File: config.mk
export PLATFORM = sky130hd
export DESIGN_NAME = insn_enc
export DESIGN_NICKNAME = d
export VERILOG_FILES = /design/src/rtl/pu_enc_pkg.sv /design/src/rtl/insn_pack.sv /design/src/rtl/insn_enc.sv
export SDC_FILE = /design/constraint.sdc
export NUM_CORES = 1
export LEC_CHECK = 0
export BUFFER_PORTS_ARGS = -buffer_cell sky130_fd_sc_hd__buf_2
export CAP_MARGIN = 10
export CORE_MARGIN = 1.5
export CORE_UTILIZATION = 48
export CTS_BUF_LIST = sky130_fd_sc_hd__clkbuf_8
export DETAILED_ROUTE_END_ITERATION = 7
export PLACE_DENSITY = 0.76
export SYNTH_ARGS = -nofsm -noshare
export SYNTH_HDL_FRONTEND = slang
export SYNTH_SLANG_ARGS = --single-unit
File: constraint.sdc
create_clock -name clk -period 1.4 [get_ports clk]
set_clock_uncertainty 0.1 [all_clocks]
set_input_delay 0.21 -clock clk [delete_from_list [all_inputs] [get_ports clk]]
set_output_delay 0.21 -clock clk [all_outputs]
set_load 0.01 [all_outputs]
File: src/rtl/pu_enc_pkg.sv
// Shared types and constants for the PU instruction encoder.
// Instruction classes, field widths, op/flag/li-op codes and the descriptor payload.
package pu_enc_pkg;

  localparam int unsigned INSN_W  = 16;
  localparam int unsigned CLS_W   = 5;
  localparam int unsigned REG_W   = 2;
  localparam int unsigned OP_W    = 3;
  localparam int unsigned FF_W    = 2;
  localparam int unsigned IMM_W   = 8;
  localparam int unsigned NUM_CLS = 20;

  typedef enum logic [CLS_W-1:0] {
    CLS_NOP    = 5'd0,
    CLS_HALT   = 5'd1,
    CLS_CAL_RR = 5'd2,
    CLS_EVA    = 5'd3,
    CLS_JP_RR  = 5'd4,
    CLS_SM_RR  = 5'd5,
    CLS_LM_RR  = 5'd6,
    CLS_CAL_RI = 5'd7,
    CLS_JP_I   = 5'd8,
    CLS_SM_I   = 5'd9,
    CLS_JP_PC  = 5'd10,
    CLS_JP_RA  = 5'd11,
    CLS_LI_SM  = 5'd12,
    CLS_LI     = 5'd13,
    CLS_LIL    = 5'd14,
    CLS_LIH    = 5'd15,
    CLS_LM_I   = 5'd16,
    CLS_LM_RI  = 5'd17,
    CLS_SM_RI  = 5'd18,
    CLS_CMP_I  = 5'd19
  } cls_e;

  localparam logic [OP_W-1:0] OP_ADD = 3'd0;
  localparam logic [OP_W-1:0] OP_XOR = 3'd7;

  localparam logic [FF_W-1:0] FF_UC = 2'd0;
  localparam logic [FF_W-1:0] FF_ZE = 2'd1;
  localparam logic [FF_W-1:0] FF_CA = 2'd2;
  localparam logic [FF_W-1:0] FF_SG = 2'd3;

  localparam logic [1:0] LIOP_SM  = 2'd0;
  localparam logic [1:0] LIOP_LI  = 2'd1;
  localparam logic [1:0] LIOP_LIL = 2'd2;
  localparam logic [1:0] LIOP_LIH = 2'd3;

  typedef enum logic [1:0] {
    ST_IDLE = 2'd0,
    ST_RUN  = 2'd1,
    ST_DONE = 2'd2
  } state_e;

  typedef struct packed {
    logic [CLS_W-1:0] cls;
    logic [REG_W-1:0] rw;
    logic [REG_W-1:0] ra;
    logic [REG_W-1:0] rb;
    logic [OP_W-1:0]  op;
    logic             f;
    logic             p;
    logic             sub;
    logic [FF_W-1:0]  ff;
    logic [IMM_W-1:0] imm;
  } desc_t;

  function automatic logic is_reserved(input logic [CLS_W-1:0] c);
    return c >= CLS_W'(NUM_CLS);
  endfunction

endpackage

File: src/rtl/insn_pack.sv
// Combinational descriptor -> 16-bit PU instruction word table.
// Unused bits of every format are driven to zero; unknown classes give NOP.
module insn_pack
  import pu_enc_pkg::*;
(
  input  desc_t             d,
  output logic [INSN_W-1:0] word_c
);

  always_comb begin
    word_c = '0;
    case (d.cls)
      CLS_NOP:    word_c = 16'h0000;
      CLS_HALT:   word_c = 16'h0001;
      CLS_CAL_RR: word_c = {6'b000010, d.rw, d.f, d.op, d.ra, d.rb};
      CLS_EVA:    word_c = {6'b000011, 3'b000, d.op, d.ra, d.rb};
      CLS_JP_RR:  word_c = {6'b000100, d.ff, d.p, d.op, d.ra, d.rb};
      CLS_SM_RR:  word_c = {6'b000110, d.f, 2'b00, d.op, d.ra, d.rb};
      CLS_LM_RR:  word_c = {6'b000111, d.rw, d.f, d.op, d.ra, d.rb};
      CLS_CAL_RI: word_c = {3'b001, d.sub, d.rw, d.ra, d.imm};
      CLS_JP_I:   word_c = {3'b010, d.p, 2'b00, d.ff, d.imm};
      CLS_SM_I:   word_c = {3'b010, 1'b0, 2'b10, d.rb, d.imm};
      CLS_JP_PC:  word_c = {3'b010, d.p, 2'b11, d.ff, d.imm};
      CLS_JP_RA:  word_c = {3'b011, d.p, d.ra, d.ff, d.imm};
      CLS_LI_SM:  word_c = {4'b1000, d.rw, LIOP_SM, 8'h00};
      CLS_LI:     word_c = {4'b1000, d.rw, LIOP_LI, d.imm};
      CLS_LIL:    word_c = {4'b1000, d.rw, LIOP_LIL, d.imm};
      CLS_LIH:    word_c = {4'b1000, d.rw, LIOP_LIH, d.imm};
      CLS_LM_I:   word_c = {4'b1001, d.rw, 2'b00, d.imm};
      CLS_LM_RI:  word_c = {4'b1010, d.rw, d.ra, d.imm};
      CLS_SM_RI:  word_c = {4'b1011, d.ra, d.rb, d.imm};
      CLS_CMP_I:  word_c = {4'b1111, d.ra, 2'b00, d.imm};
      default:    word_c = '0;
    endcase
  end

endmodule

File: src/rtl/insn_enc.sv
// Streaming instruction encoder: packs descriptors into PU words and writes them to imem.
// Define INSN_ENC_CHECK_EN to drop reserved classes and flag them on the sticky err port.
module insn_enc
  import pu_enc_pkg::*;
#(
  parameter int unsigned ADDR_W = 8
) (
  input  logic              clk,
  input  logic              rst_n,
  input  logic              start,
  input  logic [ADDR_W-1:0] base,
  input  logic              in_valid,
  output logic              in_ready,
  input  logic [CLS_W-1:0]  cls,
  input  logic [REG_W-1:0]  rw,
  input  logic [REG_W-1:0]  ra,
  input  logic [REG_W-1:0]  rb,
  input  logic [OP_W-1:0]   op,
  input  logic              f,
  input  logic              p,
  input  logic              sub,
  input  logic [FF_W-1:0]   ff,
  input  logic [IMM_W-1:0]  imm,
  output logic              iwe,
  output logic [ADDR_W-1:0] iad,
  output logic [INSN_W-1:0] iwd,
  output logic              busy,
  output logic              done,
  output logic              ovf,
  output logic [ADDR_W-1:0] cnt
`ifdef INSN_ENC_CHECK_EN
  ,
  output logic              err
`endif
);

  state_e              state_q, state_d;
  logic [ADDR_W-1:0]   addr_q;
  logic                last_q;
  desc_t               desc_c;
  logic [INSN_W-1:0]   word_c;
  logic                accept_c, rsvd_c, wr_c, launch_c;

  always_comb begin
    desc_c     = '0;
    desc_c.cls = cls;
    desc_c.rw  = rw;
    desc_c.ra  = ra;
    desc_c.rb  = rb;
    desc_c.op  = op;
    desc_c.f   = f;
    desc_c.p   = p;
    desc_c.sub = sub;
    desc_c.ff  = ff;
    desc_c.imm = imm;
  end

  insn_pack u_pack (
    .d      (desc_c),
    .word_c (word_c)
  );

`ifdef INSN_ENC_CHECK_EN
  assign rsvd_c = is_reserved(cls);
`else
  assign rsvd_c = 1'b0;
`endif

  assign accept_c = in_valid & in_ready;
  assign wr_c     = accept_c & ~rsvd_c;
  assign launch_c = start & (state_q != ST_RUN);

  always_ff @(posedge clk or negedge rst_n) begin
    if (!rst_n) state_q <= ST_IDLE;
    else        state_q <= state_d;
  end

  // Session ends the cycle after its final word (HALT or top address) is written.
  always_comb begin
    state_d = state_q;
    case (state_q)
      ST_IDLE: if (start)  state_d = ST_RUN;
      ST_RUN:  if (last_q) state_d = ST_DONE;
      ST_DONE: if (start)  state_d = ST_RUN;
      default: state_d = ST_IDLE;
    endcase
  end

  always_comb begin
    in_ready = 1'b0;
    busy     = 1'b0;
    done     = 1'b0;
    case (state_q)
      ST_RUN: begin
        busy     = 1'b1;
        in_ready = ~last_q;
      end
      ST_DONE: done = 1'b1;
      default: ;
    endcase
  end

  // cnt trails the write strobe so that iad == base + cnt while iwe is high.
  always_ff @(posedge clk or negedge rst_n) begin
    if (!rst_n) begin
      iwe    <= 1'b0;
      iad    <= '0;
      iwd    <= '0;
      cnt    <= '0;
      ovf    <= 1'b0;
      addr_q <= '0;
      last_q <= 1'b0;
`ifdef INSN_ENC_CHECK_EN
      err    <= 1'b0;
`endif
    end else begin
      iwe <= wr_c;
      if (launch_c) begin
        addr_q <= base;
        cnt    <= '0;
        ovf    <= 1'b0;
        last_q <= 1'b0;
`ifdef INSN_ENC_CHECK_EN
        err    <= 1'b0;
`endif
      end else begin
        if (iwe) cnt <= cnt + ADDR_W'(1);
        if (wr_c) begin
          iad    <= addr_q;
          iwd    <= word_c;
          addr_q <= addr_q + ADDR_W'(1);
          last_q <= (cls == CLS_HALT) || (addr_q == {ADDR_W{1'b1}});
        end
        if ((state_q == ST_RUN) && last_q) begin
          last_q <= 1'b0;
          ovf    <= (iad == {ADDR_W{1'b1}});
        end
`ifdef INSN_ENC_CHECK_EN
        if (accept_c && rsvd_c) err <= 1'b1;
`endif
      end
    end
  end

endmodule

==> flow_metrics.tcl <==
set metrics [dict create \
    via_count 2566 \
    synth_nets 317 \
    fmax_mhz 632 \
    tightest_slew_ps 516 \
    syn_avg_cell_area_um2 9.11 \
    drv_slew 0 \
    ys_seq_elements 45 \
    clockRootBuffer "clkbuf_8" \
    final.period_utilization_pct 113 \
    synth_cell_types 61 \
    coreArea_um2 5070 \
    syn2layout_area_growth_pct 40.5 \
    crit_path_max_fanout 6 \
    totalWireLength_um 6970 \
    grt_pass1_wl_um 10800 \
    clkSinkCount 45 \
    hold_class "in -> reg" \
    clock_latency_ps 290 \
    path_cells "nand4bb_1, buf_6, a21oi_4, o41ai_4, nor3_2, a221o_1" \
    num_rows 26 \
    first_iter_violations 142 \
    pwr_density_cell_nw_per_um2 1460 \
    synthFlopType "dfrtp_1" \
    final-setup-viol-count 32 \
    critPathMaxStageDelay_ps 410 \
    peakVddDrop_mv 0.766 \
    die_h_um 75.4 \
    h-tree-depth 2 \
    netlist.area_leader.share_pct 44.8 \
    critPathLaunchType "register" \
    synth-compound-area-share_pct 22.4 \
    cp_top_family "compound AO/OA/AOI/OAI gates" \
    relSlewSlack_pct 65.6 \
    setup_ws_ps -182 \
    dpl_worst_slack_ps -260 \
    drt-pass1-iter-count 4 \
    antenna_found_initial 0 \
    cpMaxStageDelayCell "dfrtp_1" \
    synthXorXnorAreaFrac_pct 2.79 \
    intPower_w 0.00318 \
    crit_type "reg -> reg" \
    status "complete, but fails checks" \
    ant_nets 0 \
    p_seq_share_pct 40.2 \
    p_sw_w 0.00199 \
    synth-edff-count 0 \
    synthTopCellsByArea "dfrtp_1 45%, nand2_1 7.9%, nor2_1 3.1%, a22oi_1 2.4%, a21oi_1 2.2%" \
    synthArstFlopShare_pct 100 \
    synth.most_common_cell "nand2_1" \
    cp-end-kind "register" \
    power_w 0.00517 \
    pwr-share-comb_pct 43.6 \
    drive_above_1_share_pct 41.7 \
    final.min_clock_period_ps 1580 \
    cts_buffers 5 \
    path_buf_inv 1 \
    synth-seq-area-share_pct 44.8 \
    yosysTopAreaCell "dfrtp_1" \
    ios 76 \
    netlist_instances 276 \
    drc 0 \
    fin_cells 468 \
    synthTopCellsByCount "53 x nand2_1, 45 x dfrtp_1, 21 x nor2_1" \
    violations "negative setup slack" \
    grt_usage_pct 24.9 \
    dp_cells 454 \
    synth-adder-area-share_pct 0.996 \
    p_leak_nw 1.74 \
    grt_pass1_vias 2339 \
    rsz0062_at_grt "true" \
    cts.reportedPaths.clkPinSlew_ps 90 \
    grt-ovfl-total 0 \
    clkPwrFrac_pct 16.2 \
    port_buffers 75 \
    synth.mux.area_fraction_pct 0.398 \
    critPathArrivalTime_ps 1710 \
    antenna_cells 0 \
    syn_area_um2 2510 \
    fill_cells 414 \
    clockBufferDepth 2 \
    cts_tree "yes" \
    num-nets-final 438 \
    setup_tns_ps -2570 \
    crit_required_ps 1530 \
    hpwl_um 5110 \
    cap_violations 0 \
    switching_share_pct 38.5 \
    die_area_um2 5680 \
    wire_per_inst_um 14.9 \
    gp_congestion 0.876 \
    grt_max_degree 35 \
    synth_top_family_by_area "simple AND/OR/NAND/NOR gates" \
    synth-simple-area-share_pct 23.2 \
    viasPerCell 5.48 \
    ys_warn_count 0 \
    finalHoldViolCount 0 \
    die_w_um 75.4 \
    start_util_pct 49.5 \
]
==> cell families after synthesis <==
family / count (synthesis)
mux: 1
simple gates: 116
xor+xnor: 8
fa+ha+maj: 2
flops: 45
compound gates: 79
buf+inv: 25
==> registers in the layout (all words and copies together) (netlist names) <==
register,count
iwd,16
addr_q,8
cnt,8
iad,8
state_q,2
iwe,1
last_q,1
ovf,1
==> worst paths after layout <==
kind	from	endpoint	slack (ps)	depth (start not counted)
worst max-delay path	state_q[1]$_DFFE_PN0P_	iwd[9]$_DFFE_PN0P_	-180	6
min in group asynchronous	rst_n	iwd[1]$_DFFE_PN0P_	230	2
worst max register to register	state_q[1]$_DFFE_PN0P_	iwd[9]$_DFFE_PN0P_	-180	6
max in group asynchronous	rst_n	iad[0]$_DFFE_PN0P_	500	3
worst min-delay path	base[6]	addr_q[6]$_DFFE_PN0P_	20	3
worst min register to register	iwd[7]$_DFFE_PN0P_	iwd[7]$_DFFE_PN0P_	390	2
==> per-layer routing <==
| layer | vias up | track usage [%] | share of wire (%) |
|---|---|---|---|
| li1 | 1238 | - | - |
| met1 | 1246 | 33.9 | 43 |
| met2 | 76 | 42.6 | 50 |
| met3 | 6 | 4.10 | 5.2 |
| met4 | 0 | 4.17 | 0.90 |
| met5 | - | 0 | 0 |
==> final cells by class <==
| cell class | count | area [µm²] | area share [%] |
|---|---|---|---|
| clock buffers | 6 | 82.6 | 2.34 |
| clock inverters | 2 | 13.8 | 0.390 |
| inverters | 9 | 38.8 | 1.10 |
| multi-input cells | 206 | 1330 | 37.7 |
| flip-flops and latches | 45 | 1130 | 31.9 |
| well taps | 70 | 87.6 | 2.48 |
| repair buffers | 130 | 851 | 24.1 |
==> power by group through the flow <==
stage               Clock [W]  Sequential (W)  Combinational (W)
floorplan                   0         0.00217           0.000968
global placement            0         0.00207            0.00191
global route         0.000918         0.00214            0.00248
detailed placement          0         0.00209            0.00196
CTS                  0.000846         0.00207            0.00217
finish               0.000839         0.00208            0.00225
==> per-stage QoR <==
step / hold slack, ps / utilization (%) / instance area [µm²]
2_1_floorplan: -186 / - / 2530
3_3_place_gp: 10.7 / 64.7 / 3280
4_1_cts: 15.4 / 68.6 / 3480
5_1_grt: 12.6 / 69.6 / 3530
3_5_place_dp: 10.6 / 64.7 / 3280
6_report: 22.3 / 69.6 / 3530
==> cell usage in the layout, fill, tap and decap left out, drive strengths merged, types with 2 or more instances in the layout <==
master | Yosys | routed
a21oi | 12 | 12
xor2 | 4 | 4
nor3 | 2 | 2
nand2 | 53 | 53
nand2b | 5 | 5
clkbuf | 4 | 6
nand3 | 7 | 7
nor2b | 3 | 3
or3 | 2 | 2
o21ai | 22 | 22
and3 | 4 | 4
a21o | 4 | 4
buf | 12 | 129
nor2 | 22 | 22
a31oi | 7 | 7
o311ai | 2 | 2
nor4 | 3 | 3
a22oi | 8 | 8
or3b | 2 | 2
a32oi | 3 | 3
o32a | 2 | 2
inv | 9 | 9
o221ai | 2 | 2
a221o | 2 | 2
a22o | 3 | 3
clkinv | 0 | 2
nand4 | 4 | 4
ha | 2 | 2
o22ai | 3 | 3
xnor2 | 4 | 4
dfrtp | 45 | 45
o211ai | 2 | 2
==> worst reg2reg max path, delay by kind of cell, from the launching register on <==
| family | cells | cell delay, ps |
|---|---|---|
| flops | 1 | 410 |
| compound gates | 3 | 440 |
| buf+inv | 1 | 160 |
| simple gates | 2 | 420 |
==> what timing repair did <==
| action | 4_1_cts | 5_1_grt |
|---|---|---|
| pin swaps | 15 | 6 |
| hold buffers | 1 | 0 |
| endpoints found under the setup margin | 29 | 36 |
| hold endpoints to repair | 11 | 0 |
| gates resized for setup | 20 | 11 |
| setup buffers | 3 | 2 |
No activity file was read; power rests on OpenSTA's default activity.
